==> src/rtl/flash_loader_if.sv <==
// Flash-side (flash_ctrl handshake) and RAM-side (req/ack write port) signals of the boot loader.
// The loader side is the master; the flash controller and RAM side is the slave.
interface flash_loader_if #(
    parameter int FA_W = 22,
    parameter int RA_W = 20
);
    logic [FA_W-1:0] fl_addr;
    logic            fl_read;
    logic            fl_ready;
    logic [15:0]     fl_data;
    logic [RA_W-1:0] ram_addr;
    logic [15:0]     ram_wdata;
    logic            ram_we;
    logic            ram_ack;

    modport master (
        output fl_addr, fl_read, ram_addr, ram_wdata, ram_we,
        input  fl_ready, fl_data, ram_ack
    );

    modport slave (
        input  fl_addr, fl_read, ram_addr, ram_wdata, ram_we,
        output fl_ready, fl_data, ram_ack
    );
endinterface

==> src/rtl/flash_loader.sv <==
// Boot-copy sequencer: reads word_count 16-bit words from NOR flash via flash_ctrl
// and writes each one into RAM through a req/ack port, with a per-word timeout.
module flash_loader #(
    parameter int FA_W      = 22,
    parameter int RA_W      = 20,
    parameter int CNT_W     = 16,
    parameter int TIMEOUT_W = 27
) (
    input  logic             clk,
    input  logic             rst,
    input  logic             i_start,
    input  logic [FA_W-1:0]  i_flash_base,
    input  logic [RA_W-1:0]  i_ram_base,
    input  logic [CNT_W-1:0] i_word_count,
    flash_loader_if.master   bus,
    output logic             o_busy,
    output logic             o_done,
    output logic             o_error,
    output logic [CNT_W-1:0] o_words_done,
    output logic [3:0]       o_state
);

    typedef enum logic [3:0] {
        S_IDLE    = 4'd0,
        S_ISSUE   = 4'd1,
        S_WAIT_LO = 4'd2,
        S_WAIT_HI = 4'd3,
        S_WRITE   = 4'd4,
        S_DONE    = 4'd5,
        S_ERR     = 4'd6
    } state_t;

    state_t r_state;
    state_t w_next;

    logic [FA_W-1:0]      r_fl_addr;
    logic [RA_W-1:0]      r_ram_addr;
    logic [15:0]          r_wdata;
    logic [CNT_W-1:0]     r_count;
    logic [CNT_W-1:0]     r_words;
    logic [TIMEOUT_W-1:0] r_tmo;
    logic                 r_error;

    logic                 w_accept;
    logic                 w_timeout;
    logic                 w_last;
    logic [CNT_W-1:0]     w_words_inc;

    // A new job may be launched from IDLE or as a retry out of ERR.
    assign w_accept    = i_start && ((r_state == S_IDLE) || (r_state == S_ERR));
    assign w_timeout   = &r_tmo;
    assign w_words_inc = r_words + CNT_W'(1);
    assign w_last      = (w_words_inc == r_count);

    assign bus.fl_addr   = r_fl_addr;
    assign bus.ram_addr  = r_ram_addr;
    assign bus.ram_wdata = r_wdata;
    assign o_error       = r_error;
    assign o_words_done  = r_words;
    assign o_state       = r_state;

    always_ff @(posedge clk) begin
        if (rst) begin
            r_state <= S_IDLE;
        end else begin
            r_state <= w_next;
        end
    end

    always_comb begin
        w_next      = r_state;
        bus.fl_read = 1'b0;
        bus.ram_we  = 1'b0;
        o_busy      = 1'b1;
        o_done      = 1'b0;
        case (r_state)
            S_IDLE, S_ERR: begin
                o_busy = 1'b0;
                if (i_start) begin
                    w_next = (i_word_count == '0) ? S_DONE : S_ISSUE;
                end
            end
            S_ISSUE: begin
                bus.fl_read = 1'b1;
                w_next      = S_WAIT_LO;
            end
            // Ready must drop first so a ready=1 left over from the previous word is not taken as data.
            S_WAIT_LO: begin
                if (!bus.fl_ready) begin
                    w_next = S_WAIT_HI;
                end else if (w_timeout) begin
                    w_next = S_ERR;
                end
            end
            S_WAIT_HI: begin
                if (bus.fl_ready) begin
                    w_next = S_WRITE;
                end else if (w_timeout) begin
                    w_next = S_ERR;
                end
            end
            S_WRITE: begin
                bus.ram_we = 1'b1;
                if (bus.ram_ack) begin
                    w_next = w_last ? S_DONE : S_ISSUE;
                end
            end
            S_DONE: begin
                o_busy = 1'b0;
                o_done = 1'b1;
                w_next = S_IDLE;
            end
            default: begin
                o_busy = 1'b0;
                w_next = S_IDLE;
            end
        endcase
    end

    always_ff @(posedge clk) begin
        if (rst) begin
            r_fl_addr  <= '0;
            r_ram_addr <= '0;
            r_wdata    <= '0;
            r_count    <= '0;
            r_words    <= '0;
            r_tmo      <= '0;
            r_error    <= 1'b0;
        end else begin
            if (w_accept) begin
                r_fl_addr  <= i_flash_base;
                r_ram_addr <= i_ram_base;
                r_count    <= i_word_count;
                r_words    <= '0;
                r_error    <= 1'b0;
            end
            if (r_state == S_ISSUE) begin
                r_tmo <= '0;
            end else if ((r_state == S_WAIT_LO) || (r_state == S_WAIT_HI)) begin
                r_tmo <= r_tmo + TIMEOUT_W'(1);
            end
            if ((r_state == S_WAIT_HI) && bus.fl_ready) begin
                r_wdata <= bus.fl_data;
            end
            // Addresses wrap silently at their widths.
            if ((r_state == S_WRITE) && bus.ram_ack) begin
                r_words    <= w_words_inc;
                r_fl_addr  <= r_fl_addr + FA_W'(1);
                r_ram_addr <= r_ram_addr + RA_W'(1);
            end
            if ((w_next == S_ERR) && (r_state != S_ERR)) begin
                r_error <= 1'b1;
            end
        end
    end

endmodule

==> src/flat_wrapper.sv <==
// flat-port wrapper written by rule: the top's interface ports become plain ports
module flash_loader_flat 
#(
    parameter int FA_W      = 22,
    parameter int RA_W      = 20,
    parameter int CNT_W     = 16,
    parameter int TIMEOUT_W = 27
)
  (clk, rst, i_start, i_flash_base, i_ram_base, i_word_count, o_busy, o_done, o_error, o_words_done, o_state, bus_fl_addr, bus_fl_read, bus_ram_addr, bus_ram_wdata, bus_ram_we, bus_fl_ready, bus_fl_data, bus_ram_ack);
  flash_loader_if #(.FA_W(FA_W), .RA_W(RA_W)) bus_i ();
  input  logic clk;
  input  logic rst;
  input  logic i_start;
  input  logic [FA_W-1:0] i_flash_base;
  input  logic [RA_W-1:0] i_ram_base;
  input  logic [CNT_W-1:0] i_word_count;
  output logic o_busy;
  output logic o_done;
  output logic o_error;
  output logic [CNT_W-1:0] o_words_done;
  output logic [3:0] o_state;
  output wire logic [$bits(bus_i.fl_addr)-1:0] bus_fl_addr;
  output wire logic [$bits(bus_i.fl_read)-1:0] bus_fl_read;
  output wire logic [$bits(bus_i.ram_addr)-1:0] bus_ram_addr;
  output wire logic [$bits(bus_i.ram_wdata)-1:0] bus_ram_wdata;
  output wire logic [$bits(bus_i.ram_we)-1:0] bus_ram_we;
  input wire logic [$bits(bus_i.fl_ready)-1:0] bus_fl_ready;
  input wire logic [$bits(bus_i.fl_data)-1:0] bus_fl_data;
  input wire logic [$bits(bus_i.ram_ack)-1:0] bus_ram_ack;
  assign bus_fl_addr = bus_i.fl_addr;
  assign bus_fl_read = bus_i.fl_read;
  assign bus_ram_addr = bus_i.ram_addr;
  assign bus_ram_wdata = bus_i.ram_wdata;
  assign bus_ram_we = bus_i.ram_we;
  assign bus_i.fl_ready = bus_fl_ready;
  assign bus_i.fl_data = bus_fl_data;
  assign bus_i.ram_ack = bus_ram_ack;
  flash_loader #(.FA_W(FA_W), .RA_W(RA_W), .CNT_W(CNT_W), .TIMEOUT_W(TIMEOUT_W)) u_core (.clk(clk), .rst(rst), .i_start(i_start), .i_flash_base(i_flash_base), .i_ram_base(i_ram_base), .i_word_count(i_word_count), .bus(bus_i), .o_busy(o_busy), .o_done(o_done), .o_error(o_error), .o_words_done(o_words_done), .o_state(o_state));
endmodule
==> config.mk <==
export PLATFORM = sky130hd
export DESIGN_NAME = flash_loader_flat
export DESIGN_NICKNAME = d
export VERILOG_FILES = /design/src/rtl/flash_loader_if.sv /design/src/rtl/flash_loader.sv /design/src/flat_wrapper.sv
export SDC_FILE = /design/constraint.sdc
export NUM_CORES = 1
export LEC_CHECK = 0
export CORE_MARGIN = 5
export CORE_UTILIZATION = 25
export CTS_BUF_LIST = sky130_fd_sc_hd__clkbuf_16
export DETAILED_ROUTE_END_ITERATION = 8
export GPL_ROUTABILITY_DRIVEN = 0
export SLEW_MARGIN = 15
export SYNTH_ARGS = -nofsm -noshare
export SYNTH_HDL_FRONTEND = slang
export SYNTH_SLANG_ARGS = --single-unit
==> constraint.sdc <==
create_clock -name clk -period 4.13 [get_ports clk]
set_input_delay 1.0325 -clock clk [delete_from_list [all_inputs] [get_ports clk]]
set_output_delay 1.0325 -clock clk [all_outputs]
set_load 0.1 [all_outputs]
==> results of run 1 <==
==> cell families after synthesis <==
| kind of cell | share of synthesized area (%) |
|---|---|
| multiplexers | 0.8867 |
| adder cells (fa/ha/maj) | 0.9674 |
| flip-flops | 39.34 |
| buffers and inverters | 4.273 |
| AND/OR/NAND/NOR | 31.28 |
| XOR/XNOR | 5.643 |
| AO/OA/AOI/OAI | 17.55 |
| other | 0.06040 |
==> per-layer routing <==
layer	track usage, %	vias to the layer above
met4	4.093	0
li1	-	3153
met1	18.95	2941
met2	21.77	192
met5	0	-
met3	4.715	17
==> worst max-delay path by stage <==
stage                                            start                                 end  slack, ps  cells past startpoint
final                     u_core.o_state[1]$_SDFF_PP0_                          o_state[1]        860                      1
after global routing      u_core.o_state[1]$_SDFF_PP0_                          o_state[1]        790                      1
after CTS                 u_core.o_state[1]$_SDFF_PP0_                          o_state[1]        840                      1
after detailed placement                   bus_ram_ack  u_core.bus.fl_addr[3]$_SDFFE_PP0P_        660                      9
after global placement                     bus_ram_ack  u_core.bus.fl_addr[3]$_SDFFE_PP0P_        690                      9
after floorplan           u_core.o_state[0]$_SDFF_PP0_                              o_busy        310                      4
==> layout make-up <==
cell class	instances	area, um^2	area share (%)
Inverter	10	37.54	0.4320
Multi-Input combinational cell	616	3520	40.50
Tap cell	324	405.4	4.665
Clock inverter	15	197.7	2.275
Clock buffer	17	425.4	4.896
Sequential cell	122	2442	28.11
Timing Repair Buffer	171	1662	19.12
==> flip-flops by register name, indices dropped and copies added, names as in the netlist <==
| register | cells |
|---|---|
| u_core.bus.fl_addr | 22 |
| u_core.bus.ram_addr | 20 |
| u_core.bus.ram_wdata | 16 |
| u_core.o_error | 1 |
| u_core.o_state | 4 |
| u_core.o_words_done | 16 |
| u_core.r_count | 16 |
| u_core.r_tmo | 27 |
==> cell usage after synthesis, drive strengths merged (5+ instances only) <==
cell    count
dfxtp     122
nand2     122
nor2       96
a21oi      81
clkbuf     46
o21ai      34
nand3      27
nor4       25
and3       23
nand4      23
xor2       22
nor3       19
xnor2      18
and4       12
a31oi      10
inv        10
a221oi      9
or3         9
a311oi      7
and2        7
buf         7
a211oi      6
o211ai      5
==> power by group through the flow <==
stage	combinational, mW	sequential [mW]	clock (mW)
after CTS	0.442	1.25	1.64
after global placement	0.441	1.27	0
after global routing	0.463	1.25	1.70
final	0.439	1.25	1.59
after floorplan	0.110	1.43	0
after detailed placement	0.441	1.27	0
==> through the flow <==
stage | std cells | power (mW)
global placement | 1243 | 1.712
detailed placement | 1243 | 1.715
finish | 1275 | 3.274
global route | 1275 | 3.412
CTS | 1275 | 3.325
floorplan | 801 | 1.541
==> flow_summary.toml, run 1 <==
[setup_path]
cpPeakStageDelay_ps = 1220
crit-reg2reg-launch = "u_core.o_words_done[0]$_SDFFE_PP0P_"
crit_chain = "clkdlybuf4s50_1"
start_kind = "flop"
critPathCaptureType = "output pin"
r2r_end = "u_core.o_state[2]$_SDFF_PP0_"
path_buf_inv = 1
r2r_cells = 7
crit_required_ps = 3100
path_max_fanout = 11
r2r_setup_slack_ps = 1460
critPathTopFamily = "buffers and inverters"
worstPathArrival_ps = 2240
path_class = "reg -> out"
critPathSlowestCell = "clkdlybuf4s50_1"

[timing]
setup_viol = 0
setup_ws_ps = 855.8
fin_worst_skew_ps = 7.743
max_freq_ghz = 0.3054
rsz0062_at_grt = "no"
slew_violations = 0
period_minus_slack_ps = 3274
tightestPinTransition_ps = 1118
holdWs_ps = 451.2
slew_headroom_pct = 25.46
tns_ps = 0
hold_viol_final = 0
period_share_pct = 79.28

[hold_path]
holdCritStartpoint = "u_core.bus.ram_wdata[3]$_SDFFE_PP0P_"
hold_depth = 2
min_to = "u_core.bus.ram_wdata[3]$_SDFFE_PP0P_"
hold_path.class = "reg -> reg"

[cells_and_area]
drive_above_1_share_pct = 7.676
nFillCells = 2575
final_cell_mix = "151 x clkdlybuf4s50_1, 122 x nand2_1, 122 x dfxtp_1, 94 x nor2_1, 81 x a21oi_1"
nets = 1021
final_core_util_pct = 35.63
stdcell_area_um2 = 8690
final_common_cell = "clkdlybuf4s50_1"
synthToLayoutAreaGrowth_pct = 39.96
num_antenna_cells = 0

[synthesis]
yosysUniqueCellTypes = 67
async_flop_share_pct = 0
synth.largest_area_cell = "dfxtp_1"
netlist.area_leader.share_pct = 39.34
synth.avg_cell_area_um2 = 7.751
synthesis.nets = 884
netlist_instances = 801
synth_edf_count = 0
ys_seq_area_share_pct = 39.34
synth_area_um2 = 6208
synth_area_leaders = "dfxtp_1 39%, nand2_1 7.4%, a21oi_1 6.5%"
ys_seq_elements = 122
synthFlopType = "dfxtp_1"
yosys_warnings = 0

[clocking]
clk_path_buf_depth = 2
hold_buffers = 0
numCtsBuffers = 17
ctsResizeCount = 0
postCtsSetupBuffers = 0
h-tree-depth = 4
clock-sinks = 122
cts_tree = "yes"
clk_pin_slew_ps = 60
cts-root-buf = "clkbuf_16"
clock_latency_ps = 410

[pwr]
ir_worst_vdd_v = 0.0002103
combinationalPowerShare_pct = 13.4
sequentialPowerShare_pct = 38.1
clockPowerShare_pct = 48.5
switchingPower_mw = 0.9045
p_int_mw = 2.369
swShare_pct = 27.63
pwr_density_cell_nw_per_um2 = 376.7
p_leak_nw = 2.977

[route]
finalWirelength_um = 20260
antenna_left = 0
route.detailed.drc = 0
viasPerCell = 4.944
met1_length_um = 9395
route.met2.wl_um = 9139
drt_iter0_markers = 433
wire_per_inst_um = 15.89
highest_layer = "met4"
route.met3.wl_um = 1393
dr.pass1.iters = 5
dr_total_vias = 6303

[placed_design]
dpl.hpwl_um = 14290
port_buffers = 161
dp_slack_ps = 663.8
placed_cell_area_um2 = 8066

[grt]
grt_overflow = 0
antenna_found_initial = 0
track_usage_pct = 14.15
grt_pass1_wl_um = 32610
grt_pass1_vias = 5924
grt_max_degree = 95

[floorplan]
die_x_um = 167.6
initial_utilization_pct = 25.45
die_area_um2 = 28080
io_pins = 162
row_count = 57
core-area_um2 = 24390
die_h_um = 167.6

[status]
status = "finished clean"

[run]
max_cap_viol_count = 0
Note: power is estimated with default switching activity, not from simulation.
==> run 2: changes to the inputs <==
==> constraint.sdc (replaced) <==
create_clock -name clk -period 3.25 [get_ports clk]
set_input_delay 0.8125 -clock clk [delete_from_list [all_inputs] [get_ports clk]]
set_output_delay 0.8125 -clock clk [all_outputs]
set_load 0.1 [all_outputs]
==> run 2 against run 1 <==
Critical path depth rose by 7. Highest routed layer unchanged. Clock skew rose by 5.0 ps. Final area fell by 0.59%. Sequential cell count did not move. Power rose by 35%. Clock power rose by 43%. Hold slack improved by 4.5 ps. Register-to-register slack got worse by 700 ps. Via count rose by 0.49%. Sequential share of layout area rose by 0.17 points.
==> flow_summary.toml, run 2 (same netlist as run 1, synthesis figures left out) <==
[setup_path]
crit-reg2reg-launch = "u_core.o_words_done[1]$_SDFFE_PP0P_"
cp-endpoint = "u_core.bus.fl_addr[16]$_SDFFE_PP0P_"
path_max_fanout = 30
critPathLaunch = "bus_ram_ack"
crit_required_ps = 3590
start_kind = "input port"
r2r_end = "u_core.o_state[2]$_SDFF_PP0_"
r2r_cells = 7
critPathCaptureType = "flop"
worstPathArrival_ps = 3070
path_class = "in -> reg"
r2r_setup_slack_ps = 760

[grt]
antenna_found_initial = 0
grt_max_degree = 54
grt_pass1_vias = 5972
track_usage_pct = 14.03
grt_pass1_wl_um = 32380
grt_overflow = 0

[clocking]
postCtsSetupBuffers = 0
h-tree-depth = 4
cts_tree = "yes"
clock-sinks = 122
hold_buffers = 0
clk_pin_slew_ps = 50
clock_latency_ps = 410
cts-root-buf = "clkbuf_16"
numCtsBuffers = 17
ctsResizeCount = 0
clk_path_buf_depth = 2

[route]
finalWirelength_um = 20240
dr.pass1.iters = 5
drt_iter0_markers = 520
viasPerCell = 4.948
route.detailed.drc = 0
antenna_left = 0
dr_total_vias = 6334
wire_per_inst_um = 15.81

[cells_and_area]
stdcell_area_um2 = 8638
register_area_um2 = 2442
num_antenna_cells = 0
largest_reg_flops = 27
final_cell_mix = "122 x nand2_1, 122 x dfxtp_1, 98 x buf_4, 92 x nor2_1, 81 x a21oi_1"
nets = 1026
drive_above_1_share_pct = 16.11
regMostFlops = "u_core.r_tmo"
nFillCells = 2602
synthToLayoutAreaGrowth_pct = 39.14
multi_input_area_um2 = 3531

[timing]
max_freq_ghz = 0.3664
setup_ws_ps = 520.9
hold_viol_final = 0
slew_violations = 0
slew_headroom_pct = 57.03
setup_viol = 0
period_minus_slack_ps = 2729
rsz0062_at_grt = "no"
fin_worst_skew_ps = 12.75
tightestPinTransition_ps = 641.8
period_share_pct = 83.97

[run]
max_cap_viol_count = 0

[floorplan]
die_area_um2 = 28080
row_count = 57
die_x_um = 167.6
io_pins = 162
core-area_um2 = 24390
initial_utilization_pct = 25.45
die_h_um = 167.6

[placed_design]
dp_slack_ps = 78.87
placed_cell_area_um2 = 7943
port_buffers = 161
dpl.hpwl_um = 14570

[pwr]
pwr_density_cell_nw_per_um2 = 510.0
ir_worst_vdd_v = 0.0002965
p_leak_nw = 3.178

[hold_path]
hold_path.class = "reg -> reg"

[status]
status = "finished clean"
run 2: changes by cell type in the layout (fill, tap and decap cells not counted), sizes merged:
| cell | change |
|---|---|
| bufinv | +3 |
| clkdlybuf4s50 | -74 |
| buf | +79 |
| inv | +1 |
| clkinvlp | -1 |
| clkinv | -3 |
run 2: metal layers:
metal	vias up	wire [um]	global-route usage, %
li1	3160	-	-
met1	2962	9948	19.54
met2	191	8871	21.14
met3	21	1143	3.795
met4	0	280	4.411
met5	-	0	0
run 2: metrics by stage:
| step | util, % | instances | hold WS, ps | setup TNS, ps | total power, mW |
|---|---|---|---|---|---|
| 3_3_place_gp | 32.56 | 1248 | 443.1 | 0 | 2.170 |
| 6_report | 35.42 | 1280 | 455.7 | 0 | 4.405 |
| 4_1_cts | 35.42 | 1280 | 459.5 | 0 | 4.453 |
| 2_1_floorplan | - | 801 | 445.1 | -107.4 | 1.958 |
| 3_5_place_dp | 32.56 | 1248 | 450.2 | 0 | 2.172 |
| 5_1_grt | 35.42 | 1280 | 475.2 | 0 | 4.563 |
run 2: report_power, final:
group	total, mW	internal, mW	switching [mW]
Sequential	1.59	1.54	0.0512
Clock	2.27	1.52	0.746
Combinational	0.551	0.184	0.367
run 2: layout make-up:
type,instances,share of cell area [%]
Sequential cell,122,28.27
Timing Repair Buffer,176,17.67
Clock buffer,17,4.925
Tap cell,324,4.693
Multi-Input combinational cell,616,40.87
Inverter,10,0.4345
Clock inverter,15,3.129
run 2: worst max-delay path, stage by stage:
cell and delay (ps):
clkdlybuf4s50_1 580, nand4bb_4 140, or2_2 350, buf_4 260
nor3_1 350, nand4_1 150, mux2_2 280, a21oi_1 130
run 2: worst min-delay path by stage:
stage | slack [ps] | to | startpoint | cells past startpoint
2_1_floorplan | 450 | u_core.r_count[8]$_SDFFE_PP0P_ | u_core.r_count[8]$_SDFFE_PP0P_ | 2
4_1_cts | 460 | u_core.bus.ram_wdata[14]$_SDFFE_PP0P_ | u_core.bus.ram_wdata[14]$_SDFFE_PP0P_ | 2
3_3_place_gp | 440 | u_core.bus.ram_wdata[15]$_SDFFE_PP0P_ | u_core.bus.ram_wdata[15]$_SDFFE_PP0P_ | 2
5_1_grt | 480 | u_core.bus.ram_wdata[4]$_SDFFE_PP0P_ | u_core.bus.ram_wdata[4]$_SDFFE_PP0P_ | 2
6_report | 460 | u_core.bus.ram_wdata[5]$_SDFFE_PP0P_ | u_core.bus.ram_wdata[5]$_SDFFE_PP0P_ | 2
3_5_place_dp | 450 | u_core.bus.ram_wdata[13]$_SDFFE_PP0P_ | u_core.bus.ram_wdata[13]$_SDFFE_PP0P_ | 2
==> run 3: changes to the inputs <==
==> constraint.sdc (replaced) <==
create_clock -name clk -period 2.7 [get_ports clk]
set_input_delay 0.675 -clock clk [delete_from_list [all_inputs] [get_ports clk]]
set_output_delay 0.675 -clock clk [all_outputs]
set_load 0.1 [all_outputs]
==> run 3 against run 2 <==
Via count is 2.4% higher. First-iteration DRC count decreased by 3.3%. Combinational power increased by 24%. Sequential cell count unchanged. Wire length increased by 1.9%. Critical endpoint unchanged. Sequential power up 20%. Clock power is 4% higher. Cell count grew 1.1%. Largest cell class unchanged.
==> flow_summary.toml, run 3 (same netlist as run 1, synthesis figures left out) <==
[timing]
period_minus_slack_ps = 2529
period_share_pct = 93.67
tightestPinTransition_ps = 526.3
holdWs_ps = 457.1
slew_headroom_pct = 64.92
slew_violations = 0
rsz0062_at_grt = "no"
max_freq_ghz = 0.3954
hold_viol_final = 0
fin_worst_skew_ps = 9.399
setup_viol = 0

[placed_design]
dpl.hpwl_um = 14960
port_buffers = 161

[floorplan]
io_pins = 162
die_area_um2 = 28080
die_h_um = 167.6
die_x_um = 167.6
core-area_um2 = 24390
initial_utilization_pct = 25.45
row_count = 57

[setup_path]
path_class = "in -> reg"
r2r_setup_slack_ps = 330
worstPathArrival_ps = 2860
r2r_cells = 7
critPathCaptureType = "flop"
path_max_fanout = 17
r2r_end = "u_core.o_state[2]$_SDFF_PP0_"
start_kind = "input port"
crit_required_ps = 3030
crit-reg2reg-launch = "u_core.o_words_done[0]$_SDFFE_PP0P_"

[clocking]
hold_buffers = 0
cts-root-buf = "clkbuf_16"
h-tree-depth = 4
numCtsBuffers = 17
clk_pin_slew_ps = 60
clock_latency_ps = 410
clock-sinks = 122
ctsResizeCount = 0
clk_path_buf_depth = 2
postCtsSetupBuffers = 0
cts_tree = "yes"

[pwr]
pwr_density_cell_nw_per_um2 = 564.9
p_leak_nw = 3.230
ir_worst_vdd_v = 0.0004006

[route]
dr_total_vias = 6489
drt_iter0_markers = 503
finalWirelength_um = 20640
wire_per_inst_um = 15.95
dr.pass1.iters = 6
route.detailed.drc = 0
antenna_left = 0
viasPerCell = 5.015

[grt]
antenna_found_initial = 0
grt_overflow = 0
track_usage_pct = 14.33
grtUsageMet1_pct = 19.79
grt_pass1_vias = 6125
use_met3_pct = 3.725
grt_use_met2_pct = 21.68
grt_pass1_wl_um = 33340
grt_max_degree = 45
grt-busiest-layer = "met2"

[cells_and_area]
final_cell_mix = "122 x nand2_1, 110 x dfxtp_1, 105 x buf_4, 92 x nor2_1, 81 x a21oi_1"
final_common_cell = "nand2_1"
num_antenna_cells = 0
regMostFlops = "u_core.r_tmo"
nets = 1040
synthToLayoutAreaGrowth_pct = 41.15
drive_above_1_share_pct = 18.56
final_core_util_pct = 35.93
largest_reg_flops = 27
nFillCells = 2601

[hold_path]
min_to = "u_core.bus.ram_wdata[2]$_SDFFE_PP0P_"
holdCritStartpoint = "u_core.bus.ram_wdata[2]$_SDFFE_PP0P_"
hold_depth = 2
hold_path.class = "reg -> reg"

[run]
max_cap_viol_count = 0

[status]
status = "finished clean"
run 3: layout make-up:
type                    count  area, um^2  share of cell area, %
inverters                  10       37.54                 0.4283
multi-input cells         616        3542                  40.42
clock inverters            15       173.9                  1.985
well taps                 324       405.4                  4.626
flip-flops and latches    122        2460                  28.07
clock buffers              17       425.4                  4.854
repair buffers            190        1719                  19.62
run 3: worst max-delay path, cell delays in order:
cell and delay (ps):
clkdlybuf4s50_1 570, nand4bb_4 130, or2_2 330, buf_4 230
nor3_1 340, nand4_1 150, mux2_2 290, a21oi_1 140
run 3: per-stage QoR:
| stage | setup TNS, ps | power (mW) | area [um^2] | setup WS, ps | instances |
|---|---|---|---|---|---|
| finish | 0 | 4.950 | 8763 | 170.9 | 1294 |
| global route | 0 | 5.140 | 8763 | 81.80 | 1294 |
| CTS | 0 | 5.011 | 8763 | 178.5 | 1294 |
| detailed placement | -2654 | 2.630 | 8164 | -243.4 | 1262 |
| global placement | -1815 | 2.629 | 8164 | -205.3 | 1262 |
| floorplan | 0 | 2.359 | 6262 | 14.47 | 801 |
run 3: power by group:
| part | total [mW] | leakage [nW] | internal [mW] | switching [mW] |
|---|---|---|---|---|
| clock network | 2.36 | 0.296 | 1.46 | 0.905 |
| registers | 1.91 | 0.996 | 1.85 | 0.0595 |
| logic | 0.681 | 1.94 | 0.232 | 0.449 |
| total | 4.95 | 3.23 | 3.54 | 1.41 |
run 3: metal layers:
layer / part of all wire (%) / vias to the layer above
met3: 6.5 / 28
met1: 47 / 3054
met5: 0 / -
met2: 44 / 214
met4: 2.2 / 0
li1: - / 3193
run 3: worst max path at each step:
stage / from / endpoint / cells after the start
floorplan: u_core.o_words_done[2]$_SDFFE_PP0P_ / u_core.o_state[2]$_SDFF_PP0_ / 7
global placement: bus_ram_ack / u_core.bus.ram_addr[17]$_SDFFE_PP0P_ / 7
detailed placement: bus_ram_ack / u_core.bus.fl_addr[16]$_SDFFE_PP0P_ / 8
CTS: bus_ram_ack / u_core.bus.fl_addr[16]$_SDFFE_PP0P_ / 8
global route: bus_ram_ack / u_core.bus.fl_addr[16]$_SDFFE_PP0P_ / 8
finish: bus_ram_ack / u_core.bus.fl_addr[16]$_SDFFE_PP0P_ / 8
